<file path="src/rtl/uart_result_sequencer_pkg.sv">
// Shared types and constants for the UART result sequencer.
// Frame layout: header, length, payload, XOR checksum.
package seq_pkg;

    typedef enum logic [2:0] {
        IDLE,
        HDR,
        LEN,
        PAY,
        CSUM
    } seq_state_t;

    localparam logic [7:0] HDR_DEFAULT = 8'hA5;

    function automatic logic [7:0] csum_step(input logic [7:0] acc, input logic [7:0] b);
        return acc ^ b;
    endfunction

endpackage

</file>
<file path="src/rtl/uart_result_sequencer_fifo.sv">
// Synchronous result FIFO.
// The head entry and the entry behind it are both readable combinationally.
module result_fifo #(
    parameter int unsigned DEPTH = 16,
    parameter int unsigned WIDTH = 8
) (
    input  logic                       clk,
    input  logic                       rst_n,
    input  logic                       push_i,
    input  logic                       pop_i,
    input  logic [WIDTH-1:0]           din_i,
    output logic [WIDTH-1:0]           dout_o,
    output logic [WIDTH-1:0]           dout_next_o,
    output logic                       full_o,
    output logic                       empty_o,
    output logic [$clog2(DEPTH+1)-1:0] count_o
);

    localparam int unsigned AW = $clog2(DEPTH);
    localparam int unsigned CW = $clog2(DEPTH + 1);

    logic [WIDTH-1:0] mem_q [DEPTH];
    logic [AW-1:0]    wr_ptr_q, rd_ptr_q;
    logic [CW-1:0]    count_q, count_d;
    logic             do_push, do_pop;

    assign full_o  = (count_q == CW'(DEPTH));
    assign empty_o = (count_q == '0);
    assign count_o = count_q;

    assign do_push = push_i && !full_o;
    assign do_pop  = pop_i && !empty_o;

    assign dout_o      = mem_q[rd_ptr_q];
    assign dout_next_o = mem_q[rd_ptr_q + AW'(1)];

    always_comb begin
        count_d = count_q;
        case ({do_push, do_pop})
            2'b10:   count_d = count_q + CW'(1);
            2'b01:   count_d = count_q - CW'(1);
            default: count_d = count_q;
        endcase
    end

    always_ff @(posedge clk or negedge rst_n) begin
        if (!rst_n) begin
            wr_ptr_q <= '0;
            rd_ptr_q <= '0;
            count_q  <= '0;
        end else begin
            if (do_push) wr_ptr_q <= wr_ptr_q + AW'(1);
            if (do_pop)  rd_ptr_q <= rd_ptr_q + AW'(1);
            count_q <= count_d;
        end
    end

    always_ff @(posedge clk) begin
        if (do_push) mem_q[wr_ptr_q] <= din_i;
    end

endmodule

</file>
<file path="src/rtl/uart_result_sequencer.sv">
// Buffers array result bytes and emits framed packets (A5, LEN, payload, XOR)
// to the UART byte interface over a valid/ready handshake.
module uart_result_sequencer
    import seq_pkg::*;
#(
    parameter int unsigned FRAME_LEN  = 9,
    parameter int unsigned FIFO_DEPTH = 16,
    parameter logic [7:0]  HDR_BYTE   = HDR_DEFAULT
) (
    input  logic        clk,
    input  logic        rst_n,
    input  logic        res_valid,
    input  logic [7:0]  res_data,
    output logic        res_ready,
    output logic        tx_valid,
    output logic [7:0]  tx_byte,
    input  logic        tx_ready,
    output logic [15:0] frame_cnt,
    output logic        busy
);

    localparam int unsigned CW       = $clog2(FIFO_DEPTH + 1);
    localparam logic [CW-1:0] FRAME_CW = CW'(FRAME_LEN);
    localparam logic [7:0]  LEN_BYTE = 8'(FRAME_LEN);
    localparam logic [7:0]  LAST_IDX = 8'(FRAME_LEN - 1);

    seq_state_t    state_q;
    logic [7:0]    idx_q;
    logic [7:0]    csum_q;
    logic [7:0]    tx_byte_q;
    logic          tx_valid_q;
    logic [15:0]   frame_cnt_q;

    logic          fifo_full, fifo_empty;
    logic [CW-1:0] fifo_count;
    logic [7:0]    fifo_head, fifo_head_next;
    logic          push, pop, xfer;

    assign xfer = tx_valid_q && tx_ready;
    assign push = res_valid && !fifo_full;
    assign pop  = xfer && (state_q == PAY);

    result_fifo #(
        .DEPTH (FIFO_DEPTH),
        .WIDTH (8)
    ) u_fifo (
        .clk         (clk),
        .rst_n       (rst_n),
        .push_i      (push),
        .pop_i       (pop),
        .din_i       (res_data),
        .dout_o      (fifo_head),
        .dout_next_o (fifo_head_next),
        .full_o      (fifo_full),
        .empty_o     (fifo_empty),
        .count_o     (fifo_count)
    );

    // Payload bytes stay in the FIFO until transferred; on each PAY transfer the
    // register reloads from the entry behind the head, which is the new head after the pop.
    always_ff @(posedge clk or negedge rst_n) begin
        if (!rst_n) begin
            state_q     <= IDLE;
            idx_q       <= '0;
            csum_q      <= '0;
            tx_byte_q   <= '0;
            tx_valid_q  <= 1'b0;
            frame_cnt_q <= '0;
        end else begin
            case (state_q)
                IDLE: begin
                    if (fifo_count >= FRAME_CW) begin
                        state_q    <= HDR;
                        csum_q     <= '0;
                        tx_byte_q  <= HDR_BYTE;
                        tx_valid_q <= 1'b1;
                    end
                end
                HDR: begin
                    if (xfer) begin
                        csum_q    <= csum_step(csum_q, tx_byte_q);
                        tx_byte_q <= LEN_BYTE;
                        state_q   <= LEN;
                    end
                end
                LEN: begin
                    if (xfer) begin
                        csum_q    <= csum_step(csum_q, tx_byte_q);
                        idx_q     <= '0;
                        tx_byte_q <= fifo_head;
                        state_q   <= PAY;
                    end
                end
                PAY: begin
                    if (xfer) begin
                        csum_q <= csum_step(csum_q, tx_byte_q);
                        idx_q  <= idx_q + 8'd1;
                        if (idx_q == LAST_IDX) begin
                            tx_byte_q <= csum_step(csum_q, tx_byte_q);
                            state_q   <= CSUM;
                        end else begin
                            tx_byte_q <= fifo_head_next;
                        end
                    end
                end
                CSUM: begin
                    if (xfer) begin
                        tx_valid_q  <= 1'b0;
                        frame_cnt_q <= frame_cnt_q + 16'd1;
                        state_q     <= IDLE;
                    end
                end
                default: begin
                    tx_valid_q <= 1'b0;
                    state_q    <= IDLE;
                end
            endcase
        end
    end

    assign res_ready = !fifo_full;
    assign tx_valid  = tx_valid_q;
    assign tx_byte   = tx_byte_q;
    assign frame_cnt = frame_cnt_q;
    assign busy      = (state_q != IDLE);

endmodule
</file>
<file path="config.mk">
export PLATFORM = sky130hd
export DESIGN_NAME = uart_result_sequencer
export DESIGN_NICKNAME = d
export VERILOG_FILES = /design/src/rtl/uart_result_sequencer_pkg.sv /design/src/rtl/uart_result_sequencer_fifo.sv /design/src/rtl/uart_result_sequencer.sv
export SDC_FILE = /design/constraint.sdc
export NUM_CORES = 1
export LEC_CHECK = 0
export CORE_ASPECT_RATIO = 1.25
export CORE_MARGIN = 5
export CORE_UTILIZATION = 28
export CTS_CLUSTER_SIZE = 16
export DETAILED_ROUTE_END_ITERATION = 10
export PLACE_DENSITY_LB_ADDON = 0.15
export SYNTH_ARGS = -nofsm -noshare
export SYNTH_HDL_FRONTEND = slang
export SYNTH_SLANG_ARGS = --single-unit
export TNS_END_PERCENT = 1
</file>
<file path="constraint.sdc">
create_clock -name clk -period 4 [get_ports clk]
set_input_delay 1.2 -clock clk [delete_from_list [all_inputs] [get_ports clk]]
set_output_delay 1.2 -clock clk [all_outputs]
set_load 0.1 [all_outputs]
</file>
Word-level counts from Yosys, hierarchy flattened. Memory sizes are Yosys's and may differ from the RTL's. Index checks and enable logic that the tools add are counted.

Register bits after elaboration: 57. RAM bits: 128. Bits of input ports: 12. Output and inout bits: 27. Word-level logic and storage cells: 80. Memories: 1.

Memories: u_fifo.mem_q (words 16, bits a word 8, rd ports 2, clocked after Yosys merged registers in 0, wr ports 1, line uart_result_sequencer_fifo.sv:22) `logic [WIDTH-1:0] mem_q [DEPTH];`.

$add $sub $neg: 6. $lt $le $gt $ge: 1. Equality and inequality tests: 15. Muxes and demuxes: 25. Bitwise gates (word level): 2. Reduce and logical (&&, ||, !) cells: 21.

Operators with widths (count): $mux 8 (9); $pmux 8 s2 (2); $pmux 8 s4 (1); $mux 3 (6); $add 16x1->16 const B (1); $pmux 3 s5 (1); $ne 2x2->1 const B (5); $pmux 5 s2 (1); $reduce_and 3->1 (3); $add 4x1->4 const B (2); $add 8x1->8 const B (1); $eq 8x4->1 const B (1); $xor 8x8->8 (1); $eq 3x2->1 const B (2); $reduce_and 6->1 (1); $reduce_bool 2->1 (3); $add 5x1->5 const B (1); $eq 5x5->1 const B (1); $ge 5x4->1 const B (1); $logic_and 1x1->1 (5); $logic_not 5->1 (1); $reduce_and 5->1 (1); $sub 5x1->5 const B (1); $mux 1 (4); 13 further kinds (15).

Depth between registers and ports, before layout. Gate-level depths: netlist of run 1.

Depth after elaboration: 6. Gate-level depth with buffers: 13. Mapped depth without buffers: 12.

Modules after synthesis. A second synthesis of run 1 with hierarchy kept.

Cell total of the unflattened synthesis: 707. Area total of the unflattened synthesis: 9206.3 um^2.

Modules (own cells, without submodules): result_fifo (instances 1, cells an instance 461, area each 6801.5 um^2, sequential area each 4169.0 um^2); uart_result_sequencer (instances 1, cells an instance 246, area each 2404.8 um^2, sequential area each 1101.1 um^2).

Least setup slack after synthesis of run 1. OpenSTA, ideal clock, no wires.

Path kind: reg-to-reg. From: register u_fifo.count_q[0], in the netlist u_fifo.count_o[0]. To: register u_fifo.count_q[4], in the netlist u_fifo.count_o[4]. Setup time: 0.079 ns. Arrival: 3.294 ns. Data required time: 3.921 ns. Path slack: 0.627 ns. Cell stages (with the launch flop): 14. Path buffers: 1. Clock period less this slack: 3.373 ns. Path through: dfrtp_1 or3_1 or3b_2 and2_1 buf_2 inv_1 ha_1 inv_1 fa_1 nor2b_1 o21ai_0 and3_1 nor3_1 xor2_1.

Cells in the longest elaborated chain, start to end: 6. Elaborated cells between the ends (all ways): 13. Those cells by class: add/sub (2); eq/ne (3); mux (1); reduce/logical (7).

RTL lines: from (decl) (line uart_result_sequencer_fifo.sv:24) `logic [CW-1:0] count_q, count_d;`; from (signal assigned) (line uart_result_sequencer_fifo.sv:54) `count_q <= count_d;`; $eq 5x5->1 * (line uart_result_sequencer_fifo.sv:27) `assign full_o = (count_q == CW'(DEPTH));`; $logic_not 1->1 *; named net res_ready (line uart_result_sequencer.sv:14) `output logic res_ready,`; $logic_and 1x1->1 (line uart_result_sequencer.sv:40) `assign push = res_valid && !fifo_full;`; $logic_and 1x1->1 * (line uart_result_sequencer_fifo.sv:31) `assign do_push = push_i && !full_o;`; $eq 2x1->1 or $eq 2x2->1 (tied branches) (line uart_result_sequencer_fifo.sv:39) `case ({do_push, do_pop})`; $pmux 5 s2 or $reduce_bool 2->1 (tied branches).

Mark *: on every way through the listed nets, which the timed path passes. The rest lies on a longest branch. A chain may end at the register's enable or synchronous reset.

Final worst setup path of run 1.
From: input port tx_ready. To: register u_fifo.count_q[4], in the netlist u_fifo.count_o[4].

Cells in the longest elaborated chain, start to end: 5. Elaborated cells between the ends (all ways): 7. Those cells by class: eq/ne (2); mux (1); reduce/logical (4).

RTL lines: from (decl) (line uart_result_sequencer.sv:17) `input logic tx_ready,`; $logic_and 1x1->1 * (line uart_result_sequencer.sv:39) `assign xfer = tx_valid_q && tx_ready;`; $logic_and 1x1->1 * (line uart_result_sequencer.sv:41) `assign pop = xfer && (state_q == PAY);`; $logic_and 1x1->1 * (line uart_result_sequencer_fifo.sv:32) `assign do_pop = pop_i && !empty_o;`; named net u_fifo.do_pop (line uart_result_sequencer_fifo.sv:25) `logic do_push, do_pop;`; $eq 2x1->1 or $eq 2x2->1 (tied branches) (line uart_result_sequencer_fifo.sv:39); $pmux 5 s2 or $reduce_bool 2->1 (tied branches).

Marked as above.

==> impl_metrics.yaml, run 1 <==
timing:
  worstMarginPinSlew_ps: 980.5
  drv_slew: 0
  clock.fmax_ghz: 0.2853
  rsz0062_at_grt: "no"
  hold_viol: 0
  fin_crit_ps: 3505
  fin_crit_sh: 0.8762
  fin_skew_ps: 16.70
  setup_violations: 0
  setup_ws_ps: 495.4
  relSlewSlack: 0.3443
  tns_ps: 0
logic_synthesis:
  synth_area_um2: 8992
  synth_top_area_cell: "edfxtp_1"
  yosys_warnings: 0
  synthFlopType: "edfxtp_1"
  synth_cell_types: 55
  synthSimpleGateAreaFrac: 0.08181
  synth_area_leaders: "edfxtp_1, dfrtp_1, mux4_2"
  synthTopCellsByCount: "edfxtp_1, mux4_2, dfrtp_1"
  synthMuxAreaShare: 0.2066
  postSynthAreaPerCell_um2: 15.19
  synth_top_family_by_area: "multiplexers"
  post-synth-top-area-fraction: 0.4274
  syn_nets: 617
  synth-compound-area-share: 0.04759
  ys_seq_elements: 185
  synth_most_common_cell: "edfxtp_1"
  yosysSeqAreaShare: 0.5861
  async_flop_share: 0.3081
  synth_edf_count: 128
  netlist_instances: 592
  synth_xor_area_frac: 0.03103
  synth_fa_ha_area_frac: 0.01892
setup_path:
  worstPathArrival_ps: 3850
  worstPathRequired_ps: 4350
  end_kind: "flop"
  path_class: "in2reg"
  cp_max_fo: 5
  startpoint_type: "input port"
placed_design:
  dp_slack_ps: 85.50
  gp_congestion: 0.7583
  hpwl_um: 15460
  portBuffers: 38
floorplanning:
  die_y_um: 210.4
  start_util: 0.2829
  dieArea_um2: 35820
  io_pins: 39
  die_x_um: 170.3
  fp-row-count: 73
  core-area_um2: 31790
clock_network:
  cts.clk_slew.worst_paths_ps: 70
  cts_resized: 0
  cts.path.max_buffers: 2
  post_cts_buffers: 0
  cts-root-buf: "clkbuf_16"
  cts_tree: "yes"
  cts_sinks: 185
  hold_buffers: 0
  cts_made_buffers: 17
  clock_latency_ps: 440
  cts_htree_levels: 4
drt:
  finalWirelength_um: 21500
  drt_pre_antenna_iters: 4
  drtAntennaViolNets: 0
  avgRoutedWirePerCell_um: 20.04
  avgViaCountPerCell: 4.922
  num_vias: 5281
  drcViolationCount: 0
  drt_iter0_markers: 376
global_route:
  grt_usage: 0.1247
  grt_util_met2: 0.2215
  grt_max_degree: 36
  grt_use_met1: 0.1560
  antenna_found_initial: 0
  grt_pass1_wl_um: 33860
  grt.busiest_layer: "met2"
  met3_usage: 0.02101
  grt_pass1_vias: 5620
  grt-ovfl-total: 0
layout:
  diodes: 0
  area_growth_pct: 16.97
  drive_above_1_share: 0.2315
  fin_nets: 673
  final_util: 0.3309
hold_path:
  min_path_type: "reg2reg"
status:
  status: "finished, final reports clean"
power:
  worst_ir_drop_vdd_uv: 335.8
  pwr_density_cell_nw_per_um2: 768.2
  power_leakage_nw: 3.786
job:
  cap_violations: 0
-- logic make-up (layout without fill, tap and decap cells) --
| group | after synthesis | after routing |
|---|---|---|
| simple gates | 149 | 149 |
| mux | 95 | 95 |
| flops | 185 | 185 |
| compound gates | 72 | 72 |
| fa+ha+maj | 13 | 13 |
| xor+xnor | 31 | 31 |
| buf+inv | 47 | 116 |
-- area by class of cell --
type | count | area, µm²
repair buffers | 69 | 570.5
inverters | 15 | 56.30
fillers | 3113 | 21270
clock inverters | 15 | 205.2
multi-input cells | 360 | 3471
flip-flops and latches | 185 | 5275
well taps | 412 | 515.5
clock buffers | 17 | 425.4
-- final timing paths --
path                                                     from                            end  slack [ps]  cells after the start
worst max register to register  u_fifo.count_o[0]$_DFFE_PN0P_  u_fifo.count_o[4]$_DFFE_PN0P_         860                     12
worst min-delay path                frame_cnt[15]$_DFFE_PN0P_      frame_cnt[15]$_DFFE_PN0P_         470                      1
max in group asynchronous                               rst_n           idx_q[7]$_DFFE_PN0P_        2240                      3
worst max-delay path                                 tx_ready  u_fifo.count_o[4]$_DFFE_PN0P_         500                     12
min in group asynchronous                               rst_n      frame_cnt[13]$_DFFE_PN0P_         750                      1
worst min register to register      frame_cnt[15]$_DFFE_PN0P_      frame_cnt[15]$_DFFE_PN0P_         470                      1
-- routing by layer --
| metal | wire, µm | share of wire |
|---|---|---|
| met2 | 11450 | 0.53 |
| met4 | 316 | 0.015 |
| met1 | 9035 | 0.42 |
| met5 | 0 | 0 |
| met3 | 702 | 0.033 |
-- where the power goes --
group	internal, mW	switching, mW	total (mW)
clock network	0.964	0.810	1.77
logic	1.56	1.99	3.55
registers	2.38	0.378	2.75
total	4.90	3.18	8.08
-- worst max-delay path: stages --
cell	delay, ps
clkdlybuf4s50_1	540
and4b_1	250
nand2_1	100
nor2_1	240
ha_1	250
inv_1	100
fa_1	410
nor2b_1	110
o21ai_0	110
and3_1	210
nor3_1	180
xor2_1	160
-- placed cells by master (no fill, tap or decap), types with 6 or more instances in the layout --
cell             count
edfxtp_1           128
mux4_2              63
dfrtp_1             55
buf_4               46
nand2_1             37
nor2_1              37
o21ai_0             29
clkdlybuf4s50_1     22
mux2i_1             21
nand3_1             19
clkbuf_16           17
xnor2_1             16
inv_1               14
xor2_1              14
nor3_1              12
a21oi_1             12
ha_1                12
mux4_1               7
a31oi_1              7
or3_1                6
a22oi_1              6
-- metrics by stage --
stage | cells | power (mW) | hold WS [ps] | instance area (µm²)
2_1_floorplan | 592 | 5.398 | 465.5 | 8992
3_3_place_gp | 1041 | 6.366 | 456.2 | 9888
3_5_place_dp | 1041 | 6.418 | 458.9 | 9888
4_1_cts | 1073 | 8.229 | 472.9 | 10520
5_1_grt | 1073 | 8.602 | 502.1 | 10520
6_report | 1073 | 8.081 | 473.3 | 10520
-- registers in the layout, indices dropped and copies added, names as in the netlist --
signal / count
tx_byte: 8
idx_q: 8
tx_valid: 1
u_fifo.wr_ptr_q: 4
u_fifo.mem_q: 128
frame_cnt: 16
csum_q: 8
state_q: 3
u_fifo.count_o: 5
u_fifo.rd_ptr_q: 4
Power figures use the tool's default switching activity.
==> inputs of run 2 (changes only) <==
--- a/config.mk
+++ b/config.mk
@@ -8,10 +8,11 @@
 export CORE_ASPECT_RATIO = 1.25
 export CORE_MARGIN = 5
 export CORE_UTILIZATION = 28
+export CTS_BUF_LIST = sky130_fd_sc_hd__clkbuf_2 sky130_fd_sc_hd__clkbuf_4 sky130_fd_sc_hd__clkbuf_8
 export CTS_CLUSTER_SIZE = 16
 export DETAILED_ROUTE_END_ITERATION = 10
 export PLACE_DENSITY_LB_ADDON = 0.15
 export SYNTH_ARGS = -nofsm -noshare
 export SYNTH_HDL_FRONTEND = slang
 export SYNTH_SLANG_ARGS = --single-unit
-export TNS_END_PERCENT = 1
+export TNS_END_PERCENT = 10
==> impl_metrics.yaml, run 2 (synthesis gave the netlist of run 1 again) <==
floorplanning:
  io_pins: 39
  die_x_um: 170.3
  dieArea_um2: 35820
  fp-row-count: 73
  core-area_um2: 31790
  start_util: 0.2829
  die_y_um: 210.4
layout:
  drive_above_1_share: 0.2315
  diodes: 0
  area_growth_pct: 14.85
  fin_nets: 673
  multi_input_area_um2: 3471
  regMostFlops: "u_fifo.mem_q"
  regArea_um2: 5275
  largest_reg_flops: 128
  final_common_cell: "edfxtp_1"
  fill_cells: 3132
  final_cell_mix: "edfxtp_1, mux4_2, dfrtp_1"
clock_network:
  cts_htree_levels: 4
  cts.path.max_buffers: 2
  clock_latency_ps: 470
  cts-root-buf: "clkbuf_8"
  cts_sinks: 185
  cts_made_buffers: 17
  cts.clk_slew.worst_paths_ps: 100
  cts_resized: 0
  cts_tree: "yes"
  hold_buffers: 0
  post_cts_buffers: 0
placed_design:
  gp_congestion: 0.7583
  hpwl_um: 15460
  portBuffers: 38
  dp_slack_ps: 85.50
drt:
  drcViolationCount: 0
  num_vias: 5294
  finalWirelength_um: 21540
  drt_pre_antenna_iters: 7
  drtAntennaViolNets: 0
  avgViaCountPerCell: 4.934
  drt_iter0_markers: 385
  avgRoutedWirePerCell_um: 20.08
global_route:
  grt_usage: 0.1244
  grt_util_met2: 0.2207
  antenna_found_initial: 0
  met3_usage: 0.02232
  grt.busiest_layer: "met2"
  grt-ovfl-total: 0
  grt_pass1_vias: 5606
  grt_max_degree: 36
  grt_pass1_wl_um: 33750
  grt_use_met1: 0.1554
timing:
  setup_violations: 0
  rsz0062_at_grt: "no"
  clock.fmax_ghz: 0.2893
  drv_slew: 0
  relSlewSlack: 0.3439
  hold_viol: 0
  fin_crit_ps: 3456
  setup_ws_ps: 543.7
  worstMarginPinSlew_ps: 981.0
  fin_skew_ps: 17.33
  fin_crit_sh: 0.8641
  tns_ps: 0
setup_path:
  path_class: "in2reg"
  end_kind: "flop"
  regToRegSetupSlack_ps: 850
  startpoint_type: "input port"
  worstPathArrival_ps: 3840
  cp_max_fo: 5
  worstPathRequired_ps: 4390
power:
  power_leakage_nw: 3.699
  pwr_density_cell_nw_per_um2: 741.7
  p_total_mw: 7.660
  worst_ir_drop_vdd_uv: 322.6
job:
  cap_violations: 0
hold_path:
  min_path_type: "reg2reg"
status:
  status: "finished, final reports clean"
==> run 2: changes by cell type in the layout (fill, tap and decap cells not counted) <==
cell and change:
clkbuf_8 +17, clkbuf_16 -17
==> run 2: layer usage <==
layer / up-vias / share of wire / routed length (µm)
met5: - / 0 / 0
met1: 2773 / 0.43 / 9185
met3: 10 / 0.029 / 632
met4: 0 / 0.014 / 302
met2: 85 / 0.53 / 11420
li1: 2426 / - / -
==> run 2: area by class of cell <==
cell class	count	share of cell area
sequential	185	0.5108
multi-input combinational	360	0.3361
timing repair buffer	69	0.05525
tap	412	0.04992
clock buffer	17	0.02266
clock inverter	15	0.01987
inverter	15	0.005452
==> run 2: worst paths after layout <==
check                      depth (start not counted)                          start                             to
max                                               12                       tx_ready  u_fifo.count_o[4]$_DFFE_PN0P_
min                                                1      frame_cnt[15]$_DFFE_PN0P_      frame_cnt[15]$_DFFE_PN0P_
max reg2reg                                       12  u_fifo.count_o[0]$_DFFE_PN0P_  u_fifo.count_o[4]$_DFFE_PN0P_
min reg2reg                                        1      frame_cnt[15]$_DFFE_PN0P_      frame_cnt[15]$_DFFE_PN0P_
max in group asynchronous                          3                          rst_n           idx_q[7]$_DFFE_PN0P_
min in group asynchronous                          1                          rst_n      frame_cnt[13]$_DFFE_PN0P_
==> run 2: worst max-delay path, stage by stage <==
cell,delay [ps]
clkdlybuf4s50_1,540
and4b_1,250
nand2_1,100
nor2_1,230
ha_1,250
inv_1,100
fa_1,410
nor2b_1,110
o21ai_0,110
and3_1,200
nor3_1,180
xor2_1,160
==> run 2: power breakdown <==
part | switching [mW] | leakage (nW) | total [mW] | internal [mW]
logic | 1.99 | 1.60 | 3.55 | 1.56
clock network | 0.760 | 0.223 | 1.36 | 0.597
registers | 0.378 | 1.88 | 2.75 | 2.38
total | 3.13 | 3.70 | 7.66 | 4.53
==> run 2: per-stage QoR <==
stage / hold slack (ps) / std cells / utilization / instance area (µm²)
floorplan: 465.5 / 592 / - / 8992
global placement: 456.2 / 1041 / 0.3111 / 9888
detailed placement: 458.9 / 1041 / 0.3111 / 9888
CTS: 477.7 / 1073 / 0.3249 / 10330
global route: 507.1 / 1073 / 0.3249 / 10330
finish: 477.6 / 1073 / 0.3249 / 10330
